File: src/rtl/window_buffer.sv
// window_buffer: streaming WIN_H x WIN_W neighbourhood generator over a raster pixel stream
//   clk, rst              rising-edge clock, synchronous active-high reset
//   data_i                pixel, channel n at [n*COLORDEPTH +: COLORDEPTH]
//   dv_i, hs_i, vs_i      data valid, hsync, vsync (rising vs_i = frame start)
//   dv_o, hs_o, vs_o      syncs delayed by 2 cycles, aligned with win_o
//   win_o                 element [r][c] at ((r*WIN_W)+c)*PW, r=0 newest line, c=0 newest pixel
//   win_valid_o           every window element is a real pixel of the current frame
//   Optional: WINBUF_BORDER_REPLICATE_EN replicates the oldest valid line into rows
//   not yet filled this frame; otherwise those rows read as 0.
module window_buffer #(
  parameter int COLORDEPTH  = 11,
  parameter int CHANNELS    = 1,
  parameter int SCREENWIDTH = 25,
  parameter int WIN_H       = 5,
  parameter int WIN_W       = 3
) (
  input  logic                                          clk,
  input  logic                                          rst,
  input  logic [CHANNELS*COLORDEPTH-1:0]                data_i,
  input  logic                                          dv_i,
  input  logic                                          hs_i,
  input  logic                                          vs_i,
  output logic                                          dv_o,
  output logic                                          hs_o,
  output logic                                          vs_o,
  output logic [WIN_H*WIN_W*CHANNELS*COLORDEPTH-1:0]    win_o,
  output logic                                          win_valid_o
);
  localparam int PW = CHANNELS * COLORDEPTH;
  localparam int RW = WIN_W * PW;
  localparam int AW = SCREENWIDTH > 1 ? $clog2(SCREENWIDTH) : 1;
  localparam int LW = $clog2(WIN_H);
  logic [AW-1:0] col_cnt, a1;
  logic [LW-1:0] line_cnt, lc2;
  logic [PW-1:0] d1;
  logic v1, hs1, vs1, armed, vs_rise, dv_fall;
  logic [WIN_H*PW-1:0] col;
  logic [WIN_H*RW-1:0] win_q, win_d;
  assign vs_rise = vs_i & ~vs1;
  assign dv_fall = ~dv_i & v1;
  // armed keeps win_valid_o low after reset until a real frame start is seen
  always_ff @(posedge clk) begin
    if (rst) begin
      col_cnt     <= '0;
      line_cnt    <= '0;
      armed       <= 1'b0;
      v1          <= 1'b0;
      hs1         <= 1'b0;
      vs1         <= 1'b0;
      d1          <= '0;
      a1          <= '0;
      dv_o        <= 1'b0;
      hs_o        <= 1'b0;
      vs_o        <= 1'b0;
      win_q       <= '0;
      lc2         <= '0;
      win_valid_o <= 1'b0;
    end else begin
      col_cnt     <= !dv_i ? '0 : col_cnt == AW'(SCREENWIDTH - 1) ? '0 : col_cnt + 1'b1;
      line_cnt    <= vs_rise ? '0 : (dv_fall && line_cnt != LW'(WIN_H - 1)) ? line_cnt + 1'b1 : line_cnt;
      armed       <= armed | vs_rise;
      v1          <= dv_i;
      hs1         <= hs_i;
      vs1         <= vs_i;
      d1          <= data_i;
      a1          <= col_cnt;
      dv_o        <= v1;
      hs_o        <= hs1;
      vs_o        <= vs1;
      win_valid_o <= v1 && armed && line_cnt == LW'(WIN_H - 1) && int'(a1) >= WIN_W - 1;
      if (v1) begin
        win_q <= win_d;
        lc2   <= line_cnt;
      end
    end
  end
  assign col[PW-1:0] = d1;
  // line k holds the line k rows back; each write pushes the column one line further down
  for (genvar k = 1; k < WIN_H; k++) begin : g_line
    logic [PW-1:0] mem [SCREENWIDTH];
    logic [PW-1:0] rd;
    always_ff @(posedge clk) begin
      rd <= mem[col_cnt];
      if (v1) mem[a1] <= col[(k-1)*PW +: PW];
    end
    assign col[k*PW +: PW] = rd;
  end
  // each row shifts one column older; the fresh column vector enters at column 0
  always_comb begin
    win_d = '0;
    for (int r = 0; r < WIN_H; r++)
      win_d[r*RW +: RW] = RW'({win_q[r*RW +: RW], col[r*PW +: PW]});
  end
  always_comb begin
    win_o = '0;
    for (int r = 0; r < WIN_H; r++)
`ifdef WINBUF_BORDER_REPLICATE_EN
      win_o[r*RW +: RW] = win_q[(r > int'(lc2) ? int'(lc2) : r)*RW +: RW];
`else
      win_o[r*RW +: RW] = r > int'(lc2) ? '0 : win_q[r*RW +: RW];
`endif
  end
endmodule

File: config.mk
export PLATFORM = sky130hd
export DESIGN_NAME = window_buffer
export DESIGN_NICKNAME = d
export VERILOG_FILES = /design/src/rtl/window_buffer.sv
export SDC_FILE = /design/constraint.sdc
export NUM_CORES = 1
export LEC_CHECK = 0
export CAP_MARGIN = 0
export CORE_MARGIN = 1.5
export CORE_UTILIZATION = 52
export DETAILED_ROUTE_END_ITERATION = 7
export PLACE_DENSITY = 0.68
export RECOVER_POWER = 50
export SYNTH_ARGS = -nofsm -noshare
export SYNTH_HDL_FRONTEND = slang
export SYNTH_SLANG_ARGS = --single-unit
File: constraint.sdc
create_clock -name clk -period 4.19 [get_ports clk]
set_input_delay 0.838 -clock clk [delete_from_list [all_inputs] [get_ports clk]]
set_output_delay 0.838 -clock clk [all_outputs]
set_load 0.005 [all_outputs]
# --- After elaboration in Yosys (flattened, before gate mapping) ---
# Memory sizes are Yosys's and may differ from the RTL's. A register that Yosys moved wholly into a read port is not among the register bits.
# Cells that the tools add are included.
totals:
  reg_bits: 200
  ramBits: 1100
  output_inout_bits: 169
  word_cells: 45
  mem_count: 4
memory_table:
  columns: ["memory", "words", "word_bits", "rd", "rd_clocked_by_memory_dff", "write_ports", "line", "rtl"]
  rows:
  - ["g_line[1].mem", 25, 11, 1, 1, 1, "80", "logic [PW-1:0] mem [SCREENWIDTH];"]
  - ["g_line[2].mem", 25, 11, 1, 1, 1, "80", null]
  - ["g_line[3].mem", 25, 11, 1, 1, 1, "80", null]
  - ["g_line[4].mem", 25, 11, 1, 1, 1, "80", null]
classes:
  n_addsub: 2
  order_cmp: 5
  n_eq_ne: 3
  n_mux: 6
  bitwise: 5
  reduce_logical: 6
ops:
  columns: ["op", "n"]
  rows:
  - ["33-bit 2-to-1 mux", 4]
  - ["2-bit by 3-bit greater-than comparator with 1-bit output, first input constant", 2]
  - ["5-bit by 1-bit adder with 5-bit output, second input constant", 1]
  - ["5-bit equality test, second input constant", 1]
  - ["5-bit by 2-bit greater-or-equal comparator with 1-bit output, second input constant", 1]
  - ["1-bit logical AND", 4]
  - ["3-bit by 1-bit adder with 3-bit output, second input constant", 1]
  - ["3-bit equality test, second input constant", 1]
  - ["1-bit by 3-bit greater-than comparator with 1-bit output, first input constant", 1]
  - ["3-bit greater-than comparator, first input constant", 1]
  - ["3-bit != test, second input constant", 1]
  - ["3-bit OR reduction", 1]
  - ["1-bit bitwise AND", 2]
  - ["1-bit 2-to-1 mux", 2]
  - ["1-bit inverter", 2]
  - ["2-bit OR reduction", 1]
  - ["1-bit bitwise OR", 1]

# --- Logic depth before layout (Yosys ltp) ---
logic_depth:
  word_depth: 3
  depth_mapped: 8
  ltp_nobuf: 6

# --- Least setup slack after synthesis ---
# No wires, ideal clock.
synth_timing:
  path_type: "register to register"
  startpoint: "register v1"
  endpoint: "memory g_line[1].mem[0][0] (netlist name), enable pin"
  setup_ps: 446
  arrival_time_ps: 2892
  path_slack_ps: 852
  stages_incl_launch_ff: 5
  synth_period_minus_slack_ps: 3338
  path_cell_list: "dfxtp_1 > clkbuf_1 > or3b_2 > clkbuf_1 > nor2_1"
synth_between:
  elab_chain_cells: 2
synth_rtl:
  columns: ["item", "line", "rtl"]
  rows:
  - ["start, declared", "36", "logic v1, hs1, vs1, armed, vs_rise, dv_fall;"]
  - ["start signal, assigned", "62", "v1 <= dv_i;"]
  - ["1-bit 2-to-1 mux", "84", "if (v1) mem[a1] <= col[(k-1)*PW +: PW];"]
  - ["1-bit 2-to-1 mux (implied by the code)", "84", null]
  - ["end, declared", "80", null]
# No other way between the ends.

# --- Worst setup path after layout ---
layout_timing:
  startpoint: "register v1"
  endpoint: "memory g_line[2].mem[23][9] (netlist name), enable pin"
layout_between:
  elab_chain_cells: 2
layout_rtl:
  columns: ["item", "line"]
  rows:
  - ["1-bit 2-to-1 mux", "84"]
  - ["1-bit 2-to-1 mux (implied by the code)", "84"]
  - ["end, declared", "80"]
# No other way between the ends.

==> results by group <==
Yosys
  – Synth top area cells: edfxtp_1 65%, dfxtp_1 9.5%, mux2i_1 9.5%, mux4_2 4.7%, nor2_1 1.7%
  – Unique masters post-synth: 42
  – Post-synthesis compound-gate area fraction: 4.07%
  – Xor and xnor area share after synthesis: 0.0856%
  – Synth Area in Adders: 0.0978%
  – Syn_area_per_cell: 17.3 um^2
  – Main combinational cell family by area after synthesis: multiplexers
  – Most frequent cells after synthesis: 1100 x edfxtp_1, 485 x mux2i_1, 244 x dfxtp_1
  – Simple-Gate Fraction of Synth Area: 4.96%
  – Count leader, synth: edfxtp_1
  – Cell accounting for the most synthesized area: edfxtp_1
  – Async set or reset register ratio after synthesis: 0%
  – Yosys Warn Count: 0
  – Share of the synthesized area in the top cell type: 64.6%
  – Mapped Nets: 2984
  – Cell count after synthesis: 2964
  – Mux cell area share after synthesis: 14.2%
  – EDFF count, synth: 1100
  – Mapped Area: 51200 um^2
  – Primary FF master, synth: edfxtp_1
  – Register area share after synthesis: 74.1%
  – Yosys reg bits: 1344

Timing
  – Fmax: 252 MHz
  – Final hold slack: 0.450 ns
  – Slew headroom: -31.6%
  – Final hold vios: 0
  – Setup TNS: 0 ns
  – RSZ-0062 raised after global routing: no
  – Worst-Margin Slew: 1.97 ns
  – Final period demand of the worst path: 3.97 ns
  – Setup violations, final: 0
  – Clock skew: 0.0207 ns
  – Max-slew violation count: 154
  – Final period utilization: 94.6%

Placed design
  – Post-DP Area: 54500 um^2
  – DP Wirelength: 70.9 mm
  – IO Port Bufs: 184
  – Final GP Congestion: 0.791

Power
  – Worst VDD drop: 0.444 mV
  – P_leak: 18.4 nW
  – Pwr dens: 464 nW/um^2

GRT
  – Total GRT Usage: 25.3%
  – Gr ovfl total: 0
  – Largest net degree at the start of global routing: 87
  – Vias in the first global route: 28000
  – Initial antenna violation count: 4
  – First-pass GRT wire length: 184 mm

Cells and area
  – Finished Core Util: 60.4%
  – FILL cells: 6958
  – Area occupied by multi-input gates: 12200 um^2
  – Share of cells above drive strength 1: 14.0%
  – Nets@finish: 3182
  – Final Instance Area: 58700 um^2
  – FF+latch area: 37900 um^2
  – Synthesis-to-layout area growth: 14.7%

Clock tree
  – # clock sinks: 1344
  – Cts bufs inserted: 133
  – Hold buffer count at CTS: 0
  – Number of gates resized after CTS: 0
  – # Post-CTS Setup Buffers: 0
  – Maximum clock path buffer count: 3
  – CTS tree: done
  – Worst-path clk slew: 0.06 ns
  – CTS H-Tree Depth: 4
  – Clk Latency, worst-skew pair: 0.73 ns
  – CTS Root Cell: clkbuf_16

Worst setup path
  – Critical Path Start: v1
  – Critical path arrival: 4.32 ns
  – CP Class: reg -> reg
  – CP Capture Type: flop
  – Reg2reg path depth: 3
  – Max FO, Critical Path: 35
  – Crit start category: flop
  – Reg-to-Reg Start: v1
  – Worst Path Required: 4.55 ns

Min path
  – HP Class: reg -> reg
  – HP Start: armed
  – Hold Crit Depth: 2

Route
  – Routed wire length: 126 mm
  – Routed vias/inst: 6.05
  – Vias: 27500
  – Drt drc: 0
  – Routed wire per std cell: 27.6 um
  – Final ANT Viol Nets: 0
  – TritonRoute pass-1 iters: 5
  – Iter 0 DRT Violations: 2514

Floorplan
  – Core area: 97100 um^2
  – Die Span Y: 317 um
  – Die span in x: 317 um
  – Site row count: 114
  – Initial Util: 52.7%
  – Die area: 100000 um^2
  – Top-level port count: 185

Run
  – Max-cap viol count: 3

Run status
  – Violated checks: capacitance limit, slew limit
  – Outcome: finished, violations left
==> cell families after synthesis <==
| family | after synthesis |
|---|---|
| XOR/XNOR | 5 |
| AO/OA/AOI/OAI | 268 |
| buffers and inverters | 217 |
| adder cells (fa/ha/maj) | 4 |
| AND/OR/NAND/NOR | 535 |
| multiplexers | 591 |
| flip-flops | 1344 |
==> critical path, stage by stage, from the launching register on <==
cell and delay (ns):
dfxtp_1 1.08, nand3_1 0.68, nor2_1 1.04, buf_4 0.73
==> per-stage QoR <==
stage	setup WS, ns	std cells	total power [mW]
finish	0.225	4551	27.2
global route	0.00234	4550	28.0
CTS	0.219	4550	27.4
detailed placement	0.980	4303	16.0
global placement	1.19	4303	16.0
floorplan	0.852	2964	15.6
==> cell usage in the layout, fill, tap and decap left out, types with 23 or more instances in the layout <==
cell type	Yosys	final
a21oi_1	24	23
nor2_1	231	211
buf_4	69	65
edfxtp_1	1100	1100
o22ai_1	64	64
and2_1	35	35
nor2b_1	122	117
nand2_1	94	94
clkdlybuf4s50_1	0	183
a22oi_1	92	92
mux2i_1	485	485
clkbuf_1	68	38
nand3_1	27	27
mux4_2	106	106
dfxtp_1	244	239
clkbuf_16	0	135
clkinv_2	0	25
==> power by group <==
group / leakage (nW) / switching (mW) / total [mW] / internal [mW]
clock network: 2.09 / 4.92 / 11.5 / 6.62
registers: 11.9 / 0.359 / 15.0 / 14.7
logic: 4.40 / 0.385 / 0.685 / 0.300
total: 18.4 / 5.66 / 27.2 / 21.6
==> registers in the layout, indices dropped and copies added, names as in the netlist, 3 cells and up <==
signal / count
g_line.mem: 1100
win_q: 165
col_cnt: 5
g_line.rd: 44
lc2: 3
a1: 5
d1: 11
line_cnt: 3
==> final timing paths <==
path | endpoint | slack [ns]
worst max-delay path | g_line[2].mem[23][9] | 0.22
worst min-delay path | win_valid_o | 0.45
worst max register to register | g_line[2].mem[23][9] | 0.22
worst min register to register | win_valid_o | 0.45
==> final cells by class <==
cell class              instances  area share [%]
well taps                    1276            2.72
diodes                          1         0.00426
inverters                       6          0.0384
clock inverters                59           0.823
repair buffers                274            4.68
flip-flops and latches       1344            64.6
clock buffers                 188            6.42
multi-input cells            1403            20.7
==> per-layer routing <==
layer | wire [um] | track usage (%) | up-vias
li1 | - | - | 11800
met1 | 51900 | 35.8 | 14200
met2 | 60400 | 41.1 | 1270
met3 | 10600 | 4.26 | 192
met4 | 2670 | 6.71 | 0
met5 | 0 | 0 | -
(Power assumes the default switching activity.)
==> patch 1: new RTL, config.mk and constraints unchanged <==
Reset style: asynchronous (`rst`), changed in one clocked block. Comments in the files are not updated.
--- a/src/rtl/window_buffer.sv
+++ b/src/rtl/window_buffer.sv
@@ -39,7 +39,7 @@
   assign vs_rise = vs_i & ~vs1;
   assign dv_fall = ~dv_i & v1;
   // armed keeps win_valid_o low after reset until a real frame start is seen
-  always_ff @(posedge clk) begin
+  always_ff @(posedge clk or posedge rst) begin
     if (rst) begin
       col_cnt     <= '0;
       line_cnt    <= '0;
Check against the original RTL: differs if rst is asserted again (counterexample within 4 cycles, from zero or initial values and one cycle with rst high); with rst held inactive, the same outputs for 4 cycles.
==> patch 1 against the unedited design <==
  * The run still ends with capacitance limit, slew limit left
  * Setup slack better by 0.27 ns
  * Synthesized cell count is 14% lower
  * Critical path depth is 1 higher
  * Area after synthesis is 0.33% lower
  * Cell area is 0.34% higher
  * Sequential cell count stayed put
  * Routed wire length is 7.1% lower
  * First-iteration DRC count is 1.8% higher
  * Critical endpoint is now g_line[3].rd[3]
  * Largest cell class unchanged
  * Highest routed layer is now met5
Power is not compared: it rests on default switching activity, and its combinational part moved more than twofold at a synthesized area within 25%.
==> patch 1: results (changes against the unedited design) <==
Hold slack: 0.347 ns (-0.103 ns)
Hold endpoint: hs_o
Failing checks: capacitance limit, slew limit
CP delay by family, top: flip-flops
Placed instance area: 54,600 um^2 (about the same)
Worst-Margin Slew: 2.03 ns (+0.0539 ns)
Syn Area/Cell: 20.0 um^2 (+16%)
Largest net degree at the start of global routing: 81 (-6.9%)
Crit path arrival time: 4.27 ns (-0.05 ns)
CP max FO: 40 (+14%)
Post-Place Setup Slack: 0.989 ns (+0.00823 ns)
Multiplexer share of the synthesized area: 0.152 (+0.0105)
Crit-path slowest cell: dfrtp_1
Most area-consuming cells after synthesis: edfxtp_1 (65%), dfrtp_1 (9.8%), mux4_2 (9.7%)
Drt total wl: 117 mm (-7.1%)
Initial antenna violation count: 1 (-3)
Internal reg-to-reg setup slack: 0.49 ns (+0.27 ns)
Via count: 25,400 (-7.7%)
Vias in the first global route: 26,200 (-6.3%)
Cell count of the worst hold path: 0 (-2)
Post-synth top cells: edfxtp_1 (1,100), mux4_2 (219), dfrtp_1 (200)
Non-clock buffers: 252 (-8.0%)
Post-Synth Adder-Cell Area: 0.000981 (+0.00000319)
GR Util All Layers: 0.239 (-0.0143)
Worst R2R Path Depth: 4 (+1)
CTS buffer count: 137 (+3.0%)
Post-synthesis compound-gate area fraction: 0.0260 (-0.0148)
Clk Latency, worst-skew pair: 0.75 ns (+0.02 ns)
RR Startpoint: col_cnt[2]
First-pass GRT wire length: 173 mm (-6.1%)
Clock buf/inv share: 0.0741 (+0.00173)
Final slew viol count: 345 (+120%)
Max-cap violations: 7 (+4)
Outcome: finished, violations left
Layout non-clock buf frac: 0.0454 (-0.00135)
Routability cong.: 0.814 (+2.9%)
Part of the cycle the worst path needs: 0.883 (-0.0635)
Synth cell types: 40 (-4.8%)
Core box area: 97,000 um^2 (-0.15%)
patch 1: layer usage:
| layer | GRT usage | up-vias | wire, um |
|---|---|---|---|
| met1 | 0.337 | 13500 | 47700 |
| met4 | 0.0726 | 2 | 2640 |
| met5 | 0 | - | 13 |
| met3 | 0.0420 | 187 | 9080 |
| li1 | - | 10600 | - |
| met2 | 0.385 | 1116 | 57200 |
patch 1: power groups by stage:
stage | Clock, mW | Sequential, mW | Combinational [mW]
6_report | 11.7 | 16.4 | 2.75
5_1_grt | 12.5 | 16.5 | 2.96
2_1_floorplan | 0 | 16.2 | 1.75
3_5_place_dp | 0 | 16.6 | 2.76
3_3_place_gp | 0 | 16.6 | 2.72
4_1_cts | 11.9 | 16.4 | 2.78
patch 1: kinds of logic after synthesis:
family | after synthesis
adders and majority gates | 4
and+or+nand+nor | 353
muxes | 479
DFF | 1344
buffers and inverters | 179
xor gates and xnor gates | 3
AOI/OAI and AO/OA | 186
==> patch 2: new RTL, same settings <==
Without the edit above. Add a define of `WINBUF_BORDER_REPLICATE_EN`.
--- a/src/rtl/window_buffer.sv
+++ b/src/rtl/window_buffer.sv
@@ -7,6 +7,8 @@
 //   win_valid_o           every window element is a real pixel of the current frame
 //   Optional: WINBUF_BORDER_REPLICATE_EN replicates the oldest valid line into rows
 //   not yet filled this frame; otherwise those rows read as 0.
+`define WINBUF_BORDER_REPLICATE_EN
+
 module window_buffer #(
   parameter int COLORDEPTH  = 11,
   parameter int CHANNELS    = 1,
Behaviour: not the same (a bounded check fails within 4 cycles, from zero or initial values and one cycle with rst high).
==> patch 2 against the unedited design <==
  * The flow still finishes with violations (capacitance limit, slew limit)
  * Area after synthesis grew 4.2%
  * Sequential cell count stayed put
  * Clock power increased by 7%
  * Setup slack lost 0.16 ns
  * Non-clock buffer count up 3
  * Cell area up 4.5%
  * Routed wire length up 21%
  * Via count rose by 6.4%
  * Power increased by 3.5%
  * Critical path type is now reg -> out
  * Largest cell class unchanged
  * Highest routed layer unchanged
==> patch 2: results (changes against the unedited design) <==
Final slew viol count: 240 (+56%)
Outcome: finished, violations left
Met1 Use GR: 0.387 (+0.0292)
Internal reg-to-reg setup slack: 1.16 ns (+0.94 ns)
DR iter-0 viols: 3,258 (+30%)
Share of cells above drive strength 1: 0.203 (+0.0630)
Synth cell types: 50 (+19%)
Part of the cycle the worst path needs: 0.985 (+0.0386)
Leakage power: 19.6 nW (+6.4%)
Nets: 3,262 (+2.5%)
GR Util All Layers: 0.294 (+0.0409)
Wire length on met3: 11.0 mm (+3.0%)
Hold_sp: hs1
Synth Net Count: 3,068 (+2.8%)
Crit-path slowest cell: clkdlybuf4s50_1
Hold slack: 0.450 ns (+0.000533 ns)
Most area-consuming cells after synthesis: edfxtp_1 (62%), dfxtp_1 (9.2%), mux4_2 (6.9%)
Initial antenna violation count: 2 (-2)
Seq/Total Area, Yosys: 0.711 (-0.0300)
Vias in the first global route: 29,300 (+4.6%)
CP max FO: 18 (-49%)
Yosys warnings: 0 (unchanged)
Met2 wire length: 73.6 mm (+22%)
GR Util met2: 0.478 (+0.0672)
Routability cong.: 1.04 (+31%)
Failing checks: capacitance limit, slew limit
Reg2reg end: g_line[4].rd[5]
Number of enable flip-flop cells after synthesis: 1,100 (unchanged)
Placed Cells: 4,464 (+3.7%)
Filler Cell Count: 7,318 (+5.2%)
Routed WL per cell: 32.1 um (+16%)
Worst R2R Path Depth: 4 (+1)
CP endpoint: win_o[115]
RR Startpoint: col_cnt[2]
Finished Layout Cells: 4,730 (+3.9%)
Final HPWL DP: 91.2 mm (+29%)
Post-synth top cells: edfxtp_1 (1,100), mux2i_1 (344), nor2_1 (274)
Post-Place Setup Slack: 0.603 ns (-0.377 ns)
Largest net degree at the start of global routing: 109 (+25%)
Peak supply drop: 322 uV (-27%)
CP delay by family, top: buffers and inverters
Via/cell ratio: 6.19 (+2.3%)
Crit path arrival time: 3.29 ns (-1.03 ns)
M1 wire length: 60.0 mm (+16%)
Placed instance area: 56,800 um^2 (+4.1%)
Clock skew: 0.0245 ns (+0.00375 ns)
Mapped Cells: 3,048 (+2.8%)
Cell count of the worst hold path: 1 (-1)
CTS buffer count: 139 (+4.5%)
Max-cap violations: 4 (+1)
Grt met3 use: 0.0490 (+0.00638)
First-pass GRT wire length: 216 mm (+17%)
Max-Slew Margin vs Limit: -0.474 (-0.158)
CP Launch Point: lc2[0]
## patch 2: final cells by class
class,instances,area share
clock inverters,62,0.0103
repair buffers,277,0.0471
flip-flops and latches,1344,0.618
diodes,1,0.0000408
inverters,8,0.000489
multi-input cells,1472,0.231
clock buffers,198,0.0648
well taps,1368,0.0279
## patch 2: cell families (layout without fill, tap and decap cells)
family	Yosys count	after routing	synth area share
mux	648	648	0.172
fa+ha+maj	4	4	0.000939
flops	1344	1344	0.711
compound gates	288	288	0.0433
buf+inv	233	545	0.0272
simple gates	526	527	0.0448
xor+xnor	5	5	0.000821
other cells	0	1	0
## patch 2: what timing repair did
item | 4_1_cts | 5_1_grt
gates cloned | 1 | 0
buffers inserted | 0 | 4
gates resized for setup | 2 | 1
endpoints found under the setup margin | 22 | 16
pin swaps | 1 | 0
## patch 2: where the power goes
part	switching [mW]	internal, mW
Sequential	0.405	14.7
Combinational	0.399	0.410
Clock	5.15	7.18
